<file path="src/rtl/mips_pipe_pkg.sv">
// Shared types and constants for the MIPS pipeline register slice.
package mips_pipe_pkg;

  localparam int unsigned XLEN     = 32;
  localparam int unsigned REG_IDXW = 5;

  localparam logic [XLEN-1:0] RESET_PC_DEFAULT = 32'h0000_0000;

  typedef struct packed {
    logic       regwrite;
    logic       memtoreg;
    logic       memwrite;
    logic [2:0] alucontrol;
    logic       alusrc;
    logic       regdst;
  } ctrl_t;

  localparam ctrl_t CTRL_BUBBLE = '0;

  // Fetch/Decode payload
  typedef struct packed {
    logic [XLEN-1:0] instr;
    logic [XLEN-1:0] pcplus4;
    logic            valid;
  } fd_t;

  // Decode/Execute payload
  typedef struct packed {
    ctrl_t               ctrl;
    logic [XLEN-1:0]     rd1;
    logic [XLEN-1:0]     rd2;
    logic [XLEN-1:0]     signimm;
    logic [REG_IDXW-1:0] rs;
    logic [REG_IDXW-1:0] rt;
    logic [REG_IDXW-1:0] rd;
    logic                valid;
  } de_t;

  localparam int unsigned FD_W = $bits(fd_t);
  localparam int unsigned DE_W = $bits(de_t);

endpackage

</file>
<file path="src/rtl/pipe_flop_enc.sv">
// Width-parameterised pipeline flop: sync reset, enable, and clear.
// A deasserted enable holds the value even if clear is requested.
module pipe_flop_enc #(
  parameter int unsigned  W       = 32,
  parameter logic [W-1:0] RST_VAL = '0
) (
  input  logic         clk,
  input  logic         reset,
  input  logic         en,
  input  logic         clr,
  input  logic [W-1:0] d,
  output logic [W-1:0] q
);

  logic [W-1:0] q_q;
  logic [W-1:0] q_d;

  always_comb begin
    q_d = q_q;
    if (en) begin
      q_d = clr ? '0 : d;
    end
  end

  always_ff @(posedge clk) begin
    if (reset) begin
      q_q <= RST_VAL;
    end else begin
      q_q <= q_d;
    end
  end

  assign q = q_q;

endmodule

</file>
<file path="src/rtl/hazard_pipe_regs.sv">
// PC, F/D and D/E pipeline registers driven by hazard-unit stall/flush,
// plus saturating stall/flush counters and a sticky protocol-error flag.
module hazard_pipe_regs
  import mips_pipe_pkg::*;
#(
  parameter logic [31:0] RESET_PC = RESET_PC_DEFAULT,
  parameter int unsigned CNT_W    = 16
) (
  input  logic             clk,
  input  logic             reset,
  input  logic             StallF,
  input  logic             StallD,
  input  logic             FlushD,
  input  logic             FlushE,
  input  logic [31:0]      PCNextF,
  input  logic [31:0]      InstrF,
  input  logic [31:0]      PCPlus4F,
  input  ctrl_t            CtrlD,
  input  logic [31:0]      RD1D,
  input  logic [31:0]      RD2D,
  input  logic [31:0]      SignImmD,
  input  logic [4:0]       RsD,
  input  logic [4:0]       RtD,
  input  logic [4:0]       RdD,
  output logic [31:0]      PCF,
  output logic [31:0]      InstrD,
  output logic [31:0]      PCPlus4D,
  output logic             ValidD,
  output logic             ValidE,
  output ctrl_t            CtrlE,
  output logic [31:0]      RD1E,
  output logic [31:0]      RD2E,
  output logic [31:0]      SignImmE,
  output logic [4:0]       RsE,
  output logic [4:0]       RtE,
  output logic [4:0]       RdE,
  output logic [CNT_W-1:0] StallCnt,
  output logic [CNT_W-1:0] FlushCnt,
  output logic             ProtoErr
);

  fd_t fd_d, fd_q;
  de_t de_d, de_q;

  pipe_flop_enc #(.W(32), .RST_VAL(RESET_PC)) u_pc (
    .clk(clk), .reset(reset), .en(~StallF), .clr(1'b0), .d(PCNextF), .q(PCF)
  );

  assign fd_d = '{instr: InstrF, pcplus4: PCPlus4F, valid: 1'b1};

  pipe_flop_enc #(.W(FD_W), .RST_VAL(FD_W'(0))) u_fd (
    .clk(clk), .reset(reset), .en(~StallD), .clr(FlushD), .d(fd_d), .q(fd_q)
  );

  // ValidE follows ValidD, so a flushed or reset D slot propagates as a bubble
  assign de_d = '{ctrl: CtrlD, rd1: RD1D, rd2: RD2D, signimm: SignImmD,
                  rs: RsD, rt: RtD, rd: RdD, valid: fd_q.valid};

  pipe_flop_enc #(.W(DE_W), .RST_VAL(DE_W'(0))) u_de (
    .clk(clk), .reset(reset), .en(1'b1), .clr(FlushE), .d(de_d), .q(de_q)
  );

  assign InstrD   = fd_q.instr;
  assign PCPlus4D = fd_q.pcplus4;
  assign ValidD   = fd_q.valid;
  assign CtrlE    = de_q.ctrl;
  assign RD1E     = de_q.rd1;
  assign RD2E     = de_q.rd2;
  assign SignImmE = de_q.signimm;
  assign RsE      = de_q.rs;
  assign RtE      = de_q.rt;
  assign RdE      = de_q.rd;
  assign ValidE   = de_q.valid;

  logic [CNT_W-1:0] stall_cnt_q, stall_cnt_d;
  logic [CNT_W-1:0] flush_cnt_q, flush_cnt_d;
  logic             proto_err_q, proto_err_d;
  logic             flush_ev;

  // Debug counters saturate at all-ones; protocol error is sticky
  always_comb begin
    stall_cnt_d = stall_cnt_q;
    flush_cnt_d = flush_cnt_q;
    proto_err_d = proto_err_q;
    flush_ev    = FlushE | (FlushD & ~StallD);
    if (StallD && (stall_cnt_q != '1)) begin
      stall_cnt_d = stall_cnt_q + CNT_W'(1);
    end
    if (flush_ev && (flush_cnt_q != '1)) begin
      flush_cnt_d = flush_cnt_q + CNT_W'(1);
    end
    if ((StallD != StallF) || (StallD && !FlushE)) begin
      proto_err_d = 1'b1;
    end
  end

  always_ff @(posedge clk) begin
    if (reset) begin
      stall_cnt_q <= '0;
      flush_cnt_q <= '0;
      proto_err_q <= 1'b0;
    end else begin
      stall_cnt_q <= stall_cnt_d;
      flush_cnt_q <= flush_cnt_d;
      proto_err_q <= proto_err_d;
    end
  end

  assign StallCnt = stall_cnt_q;
  assign FlushCnt = flush_cnt_q;
  assign ProtoErr = proto_err_q;

endmodule

</file>
<file path="config.mk">
export PLATFORM = sky130hd
export DESIGN_NAME = hazard_pipe_regs
export DESIGN_NICKNAME = d
export VERILOG_FILES = /design/src/rtl/mips_pipe_pkg.sv /design/src/rtl/pipe_flop_enc.sv /design/src/rtl/hazard_pipe_regs.sv
export SDC_FILE = /design/constraint.sdc
export NUM_CORES = 1
export LEC_CHECK = 0
export ABC_AREA = 1
export CORE_AREA = 3 3 184 186
export DETAILED_ROUTE_END_ITERATION = 7
export DIE_AREA = 0 0 187 189
export PLACE_DENSITY = 0.62
export SLEW_MARGIN = 20
export SYNTH_ARGS = -nofsm -noshare
export SYNTH_HDL_FRONTEND = slang
export SYNTH_HIERARCHICAL = 1
export SYNTH_SLANG_ARGS = --single-unit
</file>
<file path="constraint.sdc">
create_clock -name clk -period 2.8 [get_ports clk]
set_clock_uncertainty 0.1 [all_clocks]
set_input_delay 0.7 -clock clk [delete_from_list [all_inputs] [get_ports clk]]
set_output_delay 0.7 -clock clk [all_outputs]
set_load 0.01 [all_outputs]
</file>
==> impl_metrics.yaml, run 1 <==
run_status:
  status: "complete, no violations"
critical_path:
  critPathRequiredTime_ns: 2.00
  cp_max_fo: 7
  worst_r2r_path_depth: 6
  crit_path_end_kind: "primary output"
  path_cells: "clkdlybuf4s50_1"
  r2r-start: "StallCnt[0]"
  cpPeakStageDelay_ns: 0.60
  cpLargestDelayFamily: "buffers and inverters"
  slowest_stage: "clkdlybuf4s50_1"
  r2r_setup_slack_ns: 1.09
  critPathBufInv: 1
  critical_path_arrival_ns: 1.63
  crit_cells: 1
  r2r_end: "StallCnt[14]"
  startpoint_type: "flip-flop"
  crit_type: "reg -> out"
  critPathLaunch: "FlushCnt[3]"
  endpoint: "FlushCnt[3]"
placement:
  dpl.hpwl_um: 25100
  place_area_sq_um: 14800
  numPlacedInstances: 2108
  gp_congestion: 0.849
  port_buffers: 470
yosys:
  yosysSeqAreaShare_pct: 50.1
  synth_seq_cells: 250
  synth_edf_count: 0
  avgSynthCellArea_sq_um: 7.83
  async_flop_share_pct: 0
  syn_area_sq_um: 9980
  ys.warnings.count: 6
  yosys.cell_types.count: 31
  postSynthCellCount: 1275
  ys.flop_type: "dfxtp_1"
grt:
  antenna_found_initial: 0
  grtUsageTotal_pct: 19.3
  grt_max_degree: 131
  grt_pass1_wl_um: 56300
  grt_overflow_total: 0
  grt_pass1_vias: 10040
detailed_routing:
  met2_length_um: 17600
  postRouteAntennaNets: 0
  routed_wl_um: 36100
  vias_per_cell: 4.78
  drt-met1-wl_um: 14300
  first_iter_violations: 468
  vias: 10306
  dr.max_layer_used: "met4"
  wl_per_cell_um: 16.7
  drcViolationCount: 0
  first_pass_iters: 5
  wl_met3_um: 3050
pwr:
  p_leak_nw: 5.51
  power_mw: 8.35
  power.density_nw_per_um2: 531
  ir_drop_v: 0.000394
clock_tree:
  clockBufferDepth: 3
  cts_hold_buf: 0
  cts_max_level: 1
  cts.sinks: 250
  clkLatencyLatePin_ns: 0.54
  numCtsBuffers: 29
  cts_setup_buffers: 0
  tritoncts: "yes"
  cts_resized: 0
  clk_pin_slew_ns: 0.06
  cts_root_buffer: "clkbuf_16"
timing:
  setup_viol: 0
  rsz0062_at_grt: "no"
  tightestPinTransition_ns: 0.834
  hold_viol_final: 0
  period_minus_slack_ns: 2.43
  max_freq_ghz: 0.412
  maxSlewHeadroom_pct: 44.0
  period_share_pct: 86.7
  drv_slew: 0
  timing.setup.tns_ns: 0
floorplanning:
  dieWidth_um: 187
  start_util_pct: 30.8
  placementRows: 66
  dieHeight_um: 189
  io_pins: 471
  coreArea_sq_um: 32500
  die-area_sq_um: 35300
finish:
  nets: 1920
  instances_no_fill: 2158
  diodes: 0
  fin_area_sq_um: 15700
  drive_gt1_share_pct: 6.18
  area_delta_synth_final_pct: 57.5
  fill_cells: 3212
worst_hold_path:
  min_path_type: "reg -> reg"
  min_from: "ProtoErr"
flow_run:
  maxCapViolCount: 0
## per-layer routing
layer  vias up  track usage, %
li1       5101               -
met1      4769            22.2
met2       378            34.2
met3        58            6.26
met4         0            5.84
met5         -               0
## sequential cells by signal, summed over array words and instances (netlist names)
| signal | cells |
|---|---|
| StallCnt | 16 |
| u_fd/q | 65 |
| ProtoErr | 1 |
| u_de/q | 120 |
| u_pc/q | 32 |
| FlushCnt | 16 |
## synth_stat cells (3+ instances only)
master | count | area share (%)
nor2_4 | 4 | 0.45
buf_6 | 14 | 1.6
nor3_1 | 3 | 0.15
inv_1 | 24 | 0.90
a21oi_2 | 10 | 0.88
buf_4 | 19 | 1.4
buf_2 | 37 | 1.9
inv_2 | 5 | 0.19
nor2_1 | 71 | 2.7
dfxtp_1 | 250 | 50
nand2_1 | 280 | 11
clkbuf_1 | 21 | 0.79
buf_12 | 3 | 0.60
a21oi_1 | 231 | 12
buf_1 | 4 | 0.15
o21ai_1 | 4 | 0.20
nand4_1 | 3 | 0.19
nor2_2 | 7 | 0.44
o21ai_0 | 3 | 0.15
nand3_1 | 252 | 13
nand2_2 | 16 | 1.0
## report_power, final
part	internal (mW)	total, mW	switching [mW]
sequential	3.69	3.76	0.0699
combinational	0.606	1.10	0.499
clock	2.02	3.49	1.47
## logic make-up after synthesis
group / after synthesis / synth area share (%)
simple gates: 642 / 28.9
flops: 250 / 50.1
compound gates: 248 / 12.8
buf+inv: 129 / 7.65
xor+xnor: 2 / 0.176
fa+ha+maj: 2 / 0.251
other cells: 2 / 0.0752
## layout make-up
class	count	area (sq um)	share of cell area (%)
repair buffers	485	4930	31.4
multi-input cells	900	4230	26.9
clock buffers	42	825	5.25
well taps	442	553	3.52
flip-flops and latches	250	5000	31.8
clock inverters	8	48.8	0.310
inverters	31	126	0.804
## through the flow
step | utilization (%) | worst slack [ns] | hold slack [ns]
finish | 48.4 | 0.374 | 0.350
global route | 48.4 | 0.294 | 0.380
CTS | 48.4 | 0.335 | 0.354
detailed placement | 45.7 | 0.453 | 0.345
global placement | 45.7 | 0.480 | 0.337
floorplan | - | 1.20 | 0.368
## how the worst min path moves through the flow
stage	cells after the start	endpoint	slack (ns)
after floorplan	2	ProtoErr	0.37
after global placement	2	ProtoErr	0.34
after detailed placement	2	ProtoErr	0.35
after CTS	2	ProtoErr	0.35
after global routing	2	ProtoErr	0.38
final	2	ProtoErr	0.35
## worst register-to-register path, stage by stage, from the launching register on
cell	delay, ns
dfxtp_1	0.39
ha_1	0.20
inv_1	0.05
nor2_2	0.19
nand4_4	0.35
a21oi_1	0.26
nor2_1	0.06
## cells in the final DEF (no fill, tap or decap), types with 10 or more instances in the layout
master and instances:
clkbuf_16 29, a21oi_2 10, nand2_2 16, nand3_1 252
clkdlybuf4s50_1 469, nand2_1 280, inv_1 22, nor2_1 71
a21oi_1 231, dfxtp_1 250
Note: power is estimated with default switching activity, not from simulation.
==> run 2: changes to the inputs <==
clock period = 2.9 ns   (was 2.8 ns; I/O delays follow)
==> run 2 against run 1 <==
Effect of this change:
- non-clock buffer count is 2 lower
- clock power fell by 4%
- sequential share of layout area increased by 0.064 points
- cell count is essentially flat
- worst hold slack lost 0.00056 ns
- die area unchanged
- global-route usage is 0.19 points lower
- combinational power fell by 4%
- cell area fell by 0.20%
==> impl_metrics.yaml, run 2 (same netlist as run 1, synthesis figures left out) <==
timing:
  period_minus_slack_ns: 2.45
  drv_slew: 0
  rsz0062_at_grt: "no"
  holdWs_ns: 0.350
  hold_viol_final: 0
  maxSlewHeadroom_pct: 57.0
  tightestPinTransition_ns: 0.644
  timing.setup.tns_ns: 0
  setup_viol: 0
  max_freq_ghz: 0.408
  period_share_pct: 84.5
  worst_slack_ns: 0.450
critical_path:
  cp_max_fo: 7
  r2r-start: "StallCnt[0]"
  worst_r2r_path_depth: 6
  critPathLaunch: "FlushCnt[3]"
  r2r_setup_slack_ns: 1.19
  path_cells: "clkdlybuf4s50_1"
  cpPeakStageDelay_ns: 0.60
  critical_path_arrival_ns: 1.63
  r2r_end: "StallCnt[14]"
  endpoint: "FlushCnt[3]"
  startpoint_type: "flip-flop"
  critPathBufInv: 1
  crit_path_end_kind: "primary output"
  cpLargestDelayFamily: "buffers and inverters"
  crit_cells: 1
  critPathRequiredTime_ns: 2.08
  slowest_stage: "clkdlybuf4s50_1"
  crit_type: "reg -> out"
detailed_routing:
  drcViolationCount: 0
  postRouteAntennaNets: 0
  wl_per_cell_um: 16.6
  first_pass_iters: 4
  first_iter_violations: 471
  vias: 10217
  routed_wl_um: 35800
  vias_per_cell: 4.74
grt:
  grt_max_degree: 121
  grt_pass1_wl_um: 55500
  antenna_found_initial: 1
  grt_overflow_total: 0
  grt_pass1_vias: 9788
  grtUsageTotal_pct: 19.1
clock_tree:
  cts_resized: 0
  cts_setup_buffers: 0
  cts_hold_buf: 0
  cts_max_level: 1
  clockBufferDepth: 3
  cts.sinks: 250
  numCtsBuffers: 29
  tritoncts: "yes"
  clkLatencyLatePin_ns: 0.54
  cts_root_buffer: "clkbuf_16"
  clk_pin_slew_ns: 0.06
finish:
  largest_reg_flops: 120
  fill_cells: 3200
  nets: 1918
  diodes: 0
  fin_area_sq_um: 15700
  area_delta_synth_final_pct: 57.1
  mostFrequentLayoutCells: "469 x clkdlybuf4s50_1, 280 x nand2_1, 252 x nand3_1"
  drive_gt1_share_pct: 5.95
  final_common_cell: "clkdlybuf4s50_1"
floorplanning:
  dieHeight_um: 189
  dieWidth_um: 187
  die-area_sq_um: 35300
  coreArea_sq_um: 32500
  io_pins: 471
  start_util_pct: 30.8
  placementRows: 66
placement:
  place_ws_ns: 0.533
  dpl.hpwl_um: 24700
  place_area_sq_um: 14800
  gp_congestion: 0.847
  port_buffers: 470
pwr:
  ir_drop_v: 0.000366
  p_leak_nw: 5.50
  power_mw: 8.04
  power.density_nw_per_um2: 513
run_status:
  status: "complete, no violations"
worst_hold_path:
  min_from: "ProtoErr"
  min_path_type: "reg -> reg"
flow_run:
  maxCapViolCount: 0
-- run 2: worst reg2reg max path, stage by stage (launching register included) --
cell	delay, ns
dfxtp_1	0.39
ha_1	0.19
inv_1	0.05
nor2_2	0.19
nand4_4	0.35
a21oi_1	0.26
nor2_1	0.06
-- run 2: metal layers --
layer / part of all wire [%] / global-route usage [%] / vias up
li1: - / - / 5099
met1: 40 / 22.2 / 4669
met4: 2.9 / 5.58 / 2
met5: 0.036 / 0 / -
met2: 48 / 33.3 / 391
met3: 9.3 / 6.80 / 56
-- run 2: per-stage QoR --
stage,cells,util [%]
detailed placement,2106,45.7
global placement,2106,45.7
floorplan,1279,-
global route,2157,48.3
finish,2157,48.3
CTS,2157,48.3
-- run 2: area by class of cell --
class | count | area (sq um) | area share, %
clock buffers | 45 | 836 | 5.33
clock inverters | 6 | 33.8 | 0.215
inverters | 31 | 126 | 0.806
multi-input cells | 900 | 4230 | 27.0
flip-flops and latches | 250 | 5000 | 31.9
well taps | 442 | 553 | 3.53
repair buffers | 483 | 4900 | 31.3
-- run 2: how the worst min path moves through the flow --
stage                            end  slack (ns)  cells past startpoint
after floorplan             ProtoErr        0.37                      2
after global placement      ProtoErr        0.34                      2
after global routing      u_fd/q[50]        0.37                      2
after CTS                   ProtoErr        0.35                      2
final                       ProtoErr        0.35                      2
after detailed placement    ProtoErr        0.34                      2
-- run 2: power by group --
| group | internal [mW] | total (mW) | switching [mW] |
|---|---|---|---|
| clock network | 1.96 | 3.36 | 1.40 |
| logic | 0.581 | 1.06 | 0.481 |
| registers | 3.56 | 3.62 | 0.0661 |
| total | 6.10 | 8.04 | 1.94 |
